## config.mk

```make
export PLATFORM = sky130hd
export DESIGN_NAME = floo_link_buffer
export DESIGN_NICKNAME = d
export VERILOG_FILES = /design/src/rtl/floo_pkg.sv /design/src/rtl/floo_sat_counter.sv /design/src/rtl/floo_link_buffer.sv
export SDC_FILE = /design/constraint.sdc
export NUM_CORES = 1
export LEC_CHECK = 0
export BUFFER_PORTS_ARGS = -buffer_cell sky130_fd_sc_hd__buf_2
export CORE_UTILIZATION = 48
export CTS_BUF_LIST = sky130_fd_sc_hd__clkbuf_2
export DETAILED_ROUTE_END_ITERATION = 10
export GPL_ROUTABILITY_DRIVEN = 1
export GPL_TIMING_DRIVEN = 0
export PLACE_DENSITY = 0.8
export SYNTH_ARGS = -nofsm -noshare
export SYNTH_HDL_FRONTEND = slang
export SYNTH_SLANG_ARGS = --single-unit
```

## constraint.sdc

```tcl
create_clock -name clk_i -period 2.55 [get_ports clk_i]
set_input_delay 0.51 -clock clk_i [delete_from_list [all_inputs] [get_ports clk_i]]
set_output_delay 0.51 -clock clk_i [all_outputs]
set_load 0.1 [all_outputs]
```

## src/rtl/floo_pkg.sv

```systemverilog
// Shared FlooNoC link types and mesh-wide constants.
// Imported by the link buffer and the mesh top-level.
package floo_pkg;

  localparam int unsigned LinkBufDepth = 2;
  localparam int unsigned LinkCntWidth = 32;

  typedef struct packed {
    logic [LinkCntWidth-1:0] flit_cnt;
    logic [LinkCntWidth-1:0] stall_cnt;
  } link_perf_t;

endpackage

```

## src/rtl/floo_sat_counter.sv

```systemverilog
// Saturating up-counter with synchronous clear.
// Holds at all-ones instead of wrapping.
module floo_sat_counter #(
  parameter int unsigned Width = 32
) (
  input  logic             clk_i,
  input  logic             rst_ni,
  input  logic             clear_i,
  input  logic             en_i,
  output logic [Width-1:0] cnt_o
);

  always_ff @(posedge clk_i or negedge rst_ni) begin
    if (!rst_ni) begin
      cnt_o <= '0;
    end else if (clear_i) begin
      cnt_o <= '0;
    end else if (en_i && (cnt_o != '1)) begin
      cnt_o <= cnt_o + Width'(1);
    end
  end

endmodule

```

## src/rtl/floo_link_buffer.sv

```systemverilog
// Fully registered elastic buffer for one FlooNoC link channel.
// valid, ready and data all leave from flops; no fall-through.
module floo_link_buffer
  import floo_pkg::*;
#(
  parameter type         flit_t   = logic [63:0],
  parameter int unsigned Depth    = LinkBufDepth,
  parameter int unsigned CntWidth = 32
) (
  input  logic                       clk_i,
  input  logic                       rst_ni,
  input  logic                       clear_i,
  input  logic                       valid_i,
  output logic                       ready_o,
  input  flit_t                      data_i,
  output logic                       valid_o,
  input  logic                       ready_i,
  output flit_t                      data_o,
  output logic [$clog2(Depth+1)-1:0] usage_o,
  output logic [CntWidth-1:0]        flit_cnt_o,
  output logic [CntWidth-1:0]        stall_cnt_o
);

  localparam int unsigned UsageW = $clog2(Depth+1);
  localparam int unsigned PtrW   = (Depth > 1) ? $clog2(Depth) : 1;

  typedef logic [PtrW-1:0] ptr_t;

  flit_t             mem [Depth];
  ptr_t              wptr, rptr;
  logic [UsageW-1:0] cnt;
  logic              push, pop, stall;

  // Depth need not be a power of two, so wrap explicitly.
  function automatic ptr_t ptr_inc(input ptr_t p);
    return (p == ptr_t'(Depth-1)) ? '0 : p + ptr_t'(1);
  endfunction

  assign ready_o = (cnt != UsageW'(Depth));
  assign valid_o = (cnt != '0);
  assign data_o  = mem[rptr];
  assign usage_o = cnt;
  assign push    = valid_i & ready_o;
  assign pop     = valid_o & ready_i;
  assign stall   = valid_o & ~ready_i;

  always_ff @(posedge clk_i or negedge rst_ni) begin
    if (!rst_ni) begin
      wptr <= '0;
      rptr <= '0;
      cnt  <= '0;
    end else if (clear_i) begin
      wptr <= '0;
      rptr <= '0;
      cnt  <= '0;
    end else begin
      if (push) wptr <= ptr_inc(wptr);
      if (pop)  rptr <= ptr_inc(rptr);
      cnt <= cnt + UsageW'(push) - UsageW'(pop);
    end
  end

  always_ff @(posedge clk_i or negedge rst_ni) begin
    if (!rst_ni) begin
      for (int i = 0; i < int'(Depth); i++) mem[i] <= '0;
    end else if (push && !clear_i) begin
      mem[wptr] <= data_i;
    end
  end

  floo_sat_counter #(.Width(CntWidth)) u_flit_cnt (
    .clk_i   (clk_i),
    .rst_ni  (rst_ni),
    .clear_i (clear_i),
    .en_i    (pop),
    .cnt_o   (flit_cnt_o)
  );

  floo_sat_counter #(.Width(CntWidth)) u_stall_cnt (
    .clk_i   (clk_i),
    .rst_ni  (rst_ni),
    .clear_i (clear_i),
    .en_i    (stall),
    .cnt_o   (stall_cnt_o)
  );

  a_depth_min : assert property (
    @(posedge clk_i) Depth >= 2);

  a_no_push_full : assert property (
    @(posedge clk_i) disable iff (!rst_ni)
    !(push && (cnt == UsageW'(Depth))));

  a_data_stable : assert property (
    @(posedge clk_i) disable iff (!rst_ni)
    (stall && !clear_i) |=> $stable(data_o));

endmodule

```

Yosys cells after proc, flatten, opt, wreduce, memory -nomap -nowiden
Cells that the tools add are included.

$add $sub $neg: 6. $mul: 0. Divide/modulo/power cells: 0. $lt $le $gt $ge: 3. Equal/unequal tests: 3. Shifts and indexed selects: 0. Muxes and demuxes: 17. Bitwise logic cells: 6. Reduce and logical (&&, ||, !) cells: 10.

Operators by type and width (number): $mux 64 (4); $bwmux 128 (1); $mux 32 (4); $add 32x1->32 const B (2); $demux 64 s1 (1); $ne 32x32->1 const B (2); $reduce_bool 2->1 (5); $mux 1 (6); $ge 2x2->1 const B (2); $logic_and 1x1->1 (4); $not 1->2 (2); $and 1x1->1 (3); $add 1x1->1 const B (2); $add 2x1->2 (1); $lt 2x1->1 const B (1); $mux 2 (1); $ne 2x2->1 const B (1); $sub 2x1->2 (1); $logic_not 1->1 (1); $not 1->1 (1).

Flip-flop bits (word level): 196. Latch bits: 0. RAM bits: 0. ROM bits: 0. Output and inout port bits: 132. Logic and storage cells: 52. Memories: 0.

Longest topological paths before layout
Gate-level depths: netlist (run 1).

Depth in word-level cells: 6. Mapped depth: 9. Mapped depth without buffers: 7.

Modules after synthesis
From an unflattened synthesis (run 1), not the netlist that was laid out.

Cell total of the unflattened synthesis: 762. Area, all modules: 9574.2 um^2.

By module, submodules not included: floo_link_buffer (instances 1, cells each 366, area an instance 5865.6 um^2, seq. area each 3303.2 um^2); floo_sat_counter (instances 2, cells each 198, area an instance 1854.3 um^2, seq. area each 800.8 um^2).

Worst setup path after synthesis (run 1)
Ideal clock, no wire load.

Path kind: reg-to-reg. Start: register cnt[0] (netlist: usage_o[0]). End: register mem[100] (netlist name). Arrival time: 3.069 ns. Data required time: 2.425 ns. Path slack: -0.644 ns. Stages on the path, launching flop included: 6. Period minus slack after synthesis: 3.194 ns. Path through: dfrtp_1 > or2b_1 > nand2_1 > nor3_2 > buf_2 > mux2_2.

Cells in the longest elaborated chain, start to end: 3.

RTL lines: start: declaration (line floo_link_buffer.sv:31) `logic [UsageW-1:0] cnt;`; start signal: assignment (line floo_link_buffer.sv:59) `cnt <= cnt + UsageW'(push) - UsageW'(pop);`; $ne 2x2->1 (line floo_link_buffer.sv:39) `assign ready_o = (cnt != UsageW'(Depth));`; via ready_o (line floo_link_buffer.sv:14) `output logic ready_o,`; $and 1x1->1 (line floo_link_buffer.sv:43) `assign push = valid_i & ready_o;`; $logic_and 1x1->1 (line floo_link_buffer.sv:66) `end else if (push && !clear_i) begin`; end signal: indexed assignment (line floo_link_buffer.sv:67) `mem[wptr] <= data_i;`; end: declaration (line floo_link_buffer.sv:29) `flit_t mem [Depth];`.

The timed path passes the listed nets, and every way through them passes these cells. A chain may end at the register's enable or synchronous reset.

==> results.cfg, run 1 <==
[outcome]
status = finished with violations
violations = negative setup slack

[setup_path]
cp_slowest_cell = dfrtp_2
critPathMaxStageDelay_ns = 0.50
worst_path_most_repeated_cell = buf_12
path_cells = buf_12 > buf_12 > mux2_2 > buf_6
path_class = reg -> out
regToRegSetupSlack_ns = 0.23
timing.rr.start = u_flit_cnt.cnt_o[21]
cp.arrival_ns = 2.08
cp_max_fo = 10
cp-end-kind = primary output
startpoint_type = register
crit_required_ns = 2.04
cp-startpoint = rptr

[drt]
wl_mm = 24.74
drtPass1Iterations = 5
drtIter0Drc = 406
drc_errors = 0
post_drt_wl_per_cell_microns = 18.81
avgViaCountPerCell = 5.500
ant_nets = 0
vias = 7232

[global_routing]
grt_usage_pct = 24.07
overflow = 0
grt_pass1_wl_mm = 37.63
grt_max_degree = 105
grt_pass1_vias = 7288
grt_antenna_before_repair = 2

[die]
coreArea_sq_um = 18830
dieArea_sq_um = 19860
num_io_pins = 201
die-height_microns = 140.9
die_x_microns = 140.9
start_util_pct = 49.20
fp-row-count = 50

[timing]
worst_hold_slack_ns = 0.2726
clock.fmax_ghz = 0.3858
layout_setup_ws_ns = -0.04235
worst_slew_pin_slew_ns = 0.7073
rsz0062_at_grt = yes
finalMaxSlewViolations = 0
relSlewSlack_pct = 52.85
fin_crit_ns = 2.592
fin_crit_sh_pct = 101.7
hold_viol_final = 0
setup_violations = 47
finClkSkew_ns = 0.07153

[worst_hold_path]
hold_class = in -> reg
hp-start = clear_i

[clock_tree]
clk_latency_ns = 0.77
cts_htree_levels = 4
clock_path_buffers = 2
numCtsBuffers = 17
cts_sinks = 196
cts-root-buf = clkbuf_2
clkSlewWorstSetupHoldPaths_ns = 0.26
cts_tree = yes

[finish]
multi_input_area_sq_um = 4218
final-seq-area_sq_um = 4941
area_growth_pct = 33.22
fillers = 1348
fin_area_sq_um = 12340
fin_util_pct = 65.54
final_nets = 1113
layout-drive-gt1-share_pct = 48.34

[synth]
synth.area.top_cells = dfrtp_1 (53%), mux2_2 (24%), a21oi_1 (2.3%)
async_flop_share_pct = 100.0
synth_edf_count = 0
synthCells = 746
synth_largest_area_cell = dfrtp_1
synth_warnings = 0
synth_fp_nets = 819
yosys.cell_types.count = 49
synth_xor_area_share_pct = 1.607
seq_area_frac_synth_pct = 52.94
synth_fa_ha_area_share_pct = 0.5402
synth_seq_cells = 196
synth_compound_area_share_pct = 7.104
synth-simple-area-share_pct = 11.63
syn_area_sq_um = 9264
synthFlopType = dfrtp_1
muxShareOfSynthArea_pct = 23.82
yosys-top-cells-count = dfrtp_1 (196), mux2_2 (196), a21oi_1 (43), nor2_1 (29), nand2_1 (27)
yosysTopAreaCellShare_pct = 52.94
syn_avg_cell_area_sq_um = 12.42
synth_top_family_by_area = multiplexers

[placed_design]
place_area_sq_um = 10670
routabilityCongestion = 0.8294
post-dp-hpwl_mm = 15.11
dp_slack_ns = -0.08324
port-buffer-count = 200

[pwr]
leakagePower_uw = 0.005436
p_per_area_nw_per_um2 = 1367
irDropWorstVdd_uv = 728.5

[job]
maxCapViolCount = 0
-- worst max-delay path, delay by kind of cell (launching register included) --
family / cells / cell delay (ns)
buffers and inverters: 3 / 0.51
flip-flops: 1 / 0.50
multiplexers: 1 / 0.36
-- cell families after synthesis --
family,Yosys count
flops,196
xor+xnor,17
simple gates,182
mux,196
fa+ha+maj,4
compound gates,106
buf+inv,45
-- worst paths after layout --
path                                        to  cells after the start
max                                 data_o[37]                      4
min                                    mem[70]                      3
max reg2reg                u_flit_cnt.cnt_o[2]                      7
min reg2reg                             mem[7]                      1
max in group asynchronous  u_flit_cnt.cnt_o[2]                      3
min in group asynchronous              mem[15]                      2
-- stage by stage --
stage          power (uW)  TNS, ns  std cells
6_report            16870  -0.7769       1315
4_1_cts             15970   -5.425       1304
2_1_floorplan       12130        0        746
3_3_place_gp        13280  -459.39       1206
5_1_grt             17440   -8.951       1315
3_5_place_dp        13460   -1.068       1207
-- state kept, by name, summed over array words and instances (netlist names) --
signal	cells
u_stall_cnt.cnt_o	32
usage_o	2
u_flit_cnt.cnt_o	32
wptr	1
mem	128
rptr	1
-- metal layers --
metal | vias up | global-route usage, % | wire length (microns)
li1 | 3373 | - | -
met1 | 3599 | 30.40 | 10100
met2 | 229 | 40.90 | 12790
met3 | 31 | 5.639 | 1417
met4 | 0 | 7.723 | 427
met5 | - | 0 | 0
-- placed cells by master (no fill, tap or decap), drive strengths merged, types with 3 or more instances in the layout --
cell type	count
a21oi	43
a31oi	4
and3	8
and4	8
buf	237
clkbuf	26
clkinv	7
dfrtp	196
dlygate4sd3	65
ha	4
inv	17
mux2	196
nand2	27
nand3	22
nand4	16
nand4b	3
nor2	29
nor2b	6
nor3	9
nor4	3
o211ai	3
o21ai	25
o31ai	20
or3	26
or4	21
xnor2	5
xor2	12
-- repair_timing --
action,in CTS,in global routing
setup buffers,0,9
hold endpoints to repair,220,0
endpoints found under the setup margin,64,101
resized for setup,134,76
gates cloned,0,1
hold buffers,65,0
pin swaps,0,2
-- area by class of cell --
class                   count  area share [%]
clock inverters            15           1.115
clock buffers              17          0.6894
inverters                   9          0.2737
well taps                 260           2.636
flip-flops and latches    196           40.03
multi-input cells         505           34.17
repair buffers            276           18.79
plain buffers              35           2.251
diodes                      2         0.04055
-- where the power goes --
part / switching (uW) / total (uW) / internal, uW / leakage, uW
combinational: 7100 / 10600 / 3530 / 0.00288
clock: 1160 / 1470 / 308 / 0.000144
sequential: 619 / 4760 / 4150 / 0.00242
total: 8880 / 16900 / 7980 / 0.00544
(Power assumes the default switching activity.)
==> run 2: changes to the inputs <==
- clock period: 2.55 -> 2.95 ns (I/O delays scaled with it)
==> results.cfg, run 2 (synthesis results as in run 1) <==
[outcome]
status = completed

[job]
maxCapViolCount = 0

[clock_tree]
cts_setup_buffers = 0
clock_path_buffers = 2
cts_tree = yes
cts_sinks = 196
clk_latency_ns = 0.75
numCtsBuffers = 17
cts-root-buf = clkbuf_2
clkSlewWorstSetupHoldPaths_ns = 0.33
cts_htree_levels = 4

[die]
die-height_microns = 140.9
coreArea_sq_um = 18830
num_io_pins = 201
die_x_microns = 140.9
start_util_pct = 49.20
dieArea_sq_um = 19860
fp-row-count = 50

[setup_path]
cp-end-kind = primary output
path_cells = clkbuf_4 > buf_4 > mux2_2 > clkbuf_4
cp_slowest_cell = dfrtp_1
cp_top_family = buffers and inverters
path_class = reg -> out
rr_worst_depth = 5
crit_buf_inv = 3
critPathMaxStageDelay_ns = 0.40
worst_path_most_repeated_cell = clkbuf_4
regToRegSetupSlack_ns = 0.40
timing.rr.start = usage_o[1]
cp.arrival_ns = 2.23
r2r_end = mem[87]
startpoint_type = register
crit_required_ns = 2.36
cp_max_fo = 10

[global_routing]
overflow = 0
grt_pass1_wl_mm = 36.45
grt_pass1_vias = 7212
grt_max_degree = 70
grt_antenna_before_repair = 1
grt_usage_pct = 23.28

[pwr]
p_per_area_nw_per_um2 = 1143
leakagePower_uw = 0.005222
irDropWorstVdd_uv = 770.7

[placed_design]
port-buffer-count = 200
place_inst = 1208
place_area_sq_um = 10660
routabilityCongestion = 0.8509
post-dp-hpwl_mm = 14.70

[drt]
vias = 7062
drc_errors = 0
ant_nets = 0
avgViaCountPerCell = 5.403
drtPass1Iterations = 6
drtIter0Drc = 193
wl_mm = 22.55
post_drt_wl_per_cell_microns = 17.26

[finish]
largestRegisters = mem (128), u_flit_cnt.cnt_o (32), u_stall_cnt.cnt_o (32)
stdcell_count = 1307
largest_reg_flops = 128
fin_area_sq_um = 11740
top_register = mem
fillers = 1488
layout_common_cells = mux2_2 (196), dfrtp_1 (196), buf_2 (168), dlygate4sd3_1 (65), buf_4 (45)
layout-drive-gt1-share_pct = 45.17
area_growth_pct = 26.69
final_nets = 1105

[timing]
hold_viol_final = 0
fin_crit_sh_pct = 95.51
relSlewSlack_pct = 35.74
setup_violations = 0
fin_crit_ns = 2.817
finalMaxSlewViolations = 0
finClkSkew_ns = 0.04473
worst_slew_pin_slew_ns = 0.9587
clock.fmax_ghz = 0.3549

[worst_hold_path]
hold_class = in -> async
[run 2: cell types whose count changed in the layout (fill, tap and decap cells not counted), moves of 18 or more]
cell,change
buf_6,-39
buf_4,+29
dfrtp_1,+29
dfrtp_2,-29
buf_12,-22
buf_2,+18
[run 2: layer usage]
layer  vias up  wire length (microns)  share of wire (%)  track usage (%)
met2       173                  11490                 51            40.48
met5         -                      0                  0                0
li1       3352                      -                  -                -
met3        17                   1237                5.5            5.639
met1      3520                   9627                 43            28.63
met4         0                    202               0.90            7.094
[run 2: power breakdown]
group	internal [uW]	switching, uW
sequential	3580	485
clock	326	1110
combinational	2080	5840
total	5980	7440
[run 2: worst max path at each step]
stage	from	to	depth (start not counted)
after floorplan	usage_o[0]	mem[100]	5
after global placement	rst_ni	mem[24]	1
after detailed placement	rptr	data_o[5]	4
after CTS	rptr	data_o[45]	4
after global routing	rptr	data_o[53]	4
final	rptr	data_o[53]	4
[run 2: final cells by class]
type                    instances  area [sq um]  share of cell area (%)
clock inverters                15         193.9                   1.652
clock buffers                  17         85.08                  0.7249
inverters                       9         33.78                  0.2878
repair buffers                267          1832                   15.61
well taps                     260         325.3                   2.772
multi-input cells             505          4143                   35.30
flip-flops and latches        196          4905                   41.79
diodes                          2         5.005                 0.04264
plain buffers                  36         214.0                   1.823
[run 2: timing repair]
action | in CTS | in global routing
gates resized for setup | 39 | 39
endpoints found under the setup margin | 64 | 37
hold buffers | 65 | 0
hold endpoints to repair | 186 | 0
[run 2: stage by stage]
step                util (%)  hold WS, ns  worst slack (ns)  power [uW]  TNS [ns]
floorplan                  -       0.2944           0.05660       10480         0
global placement       56.25       0.4813            -1.953       11460   -380.38
detailed placement     56.59       0.4871            0.2710       11600         0
CTS                    62.02       0.2268         0.0004707       13280         0
global route           62.33       0.2171          -0.02525       13940  -0.02525
finish                 62.33       0.3019            0.1326       13420         0
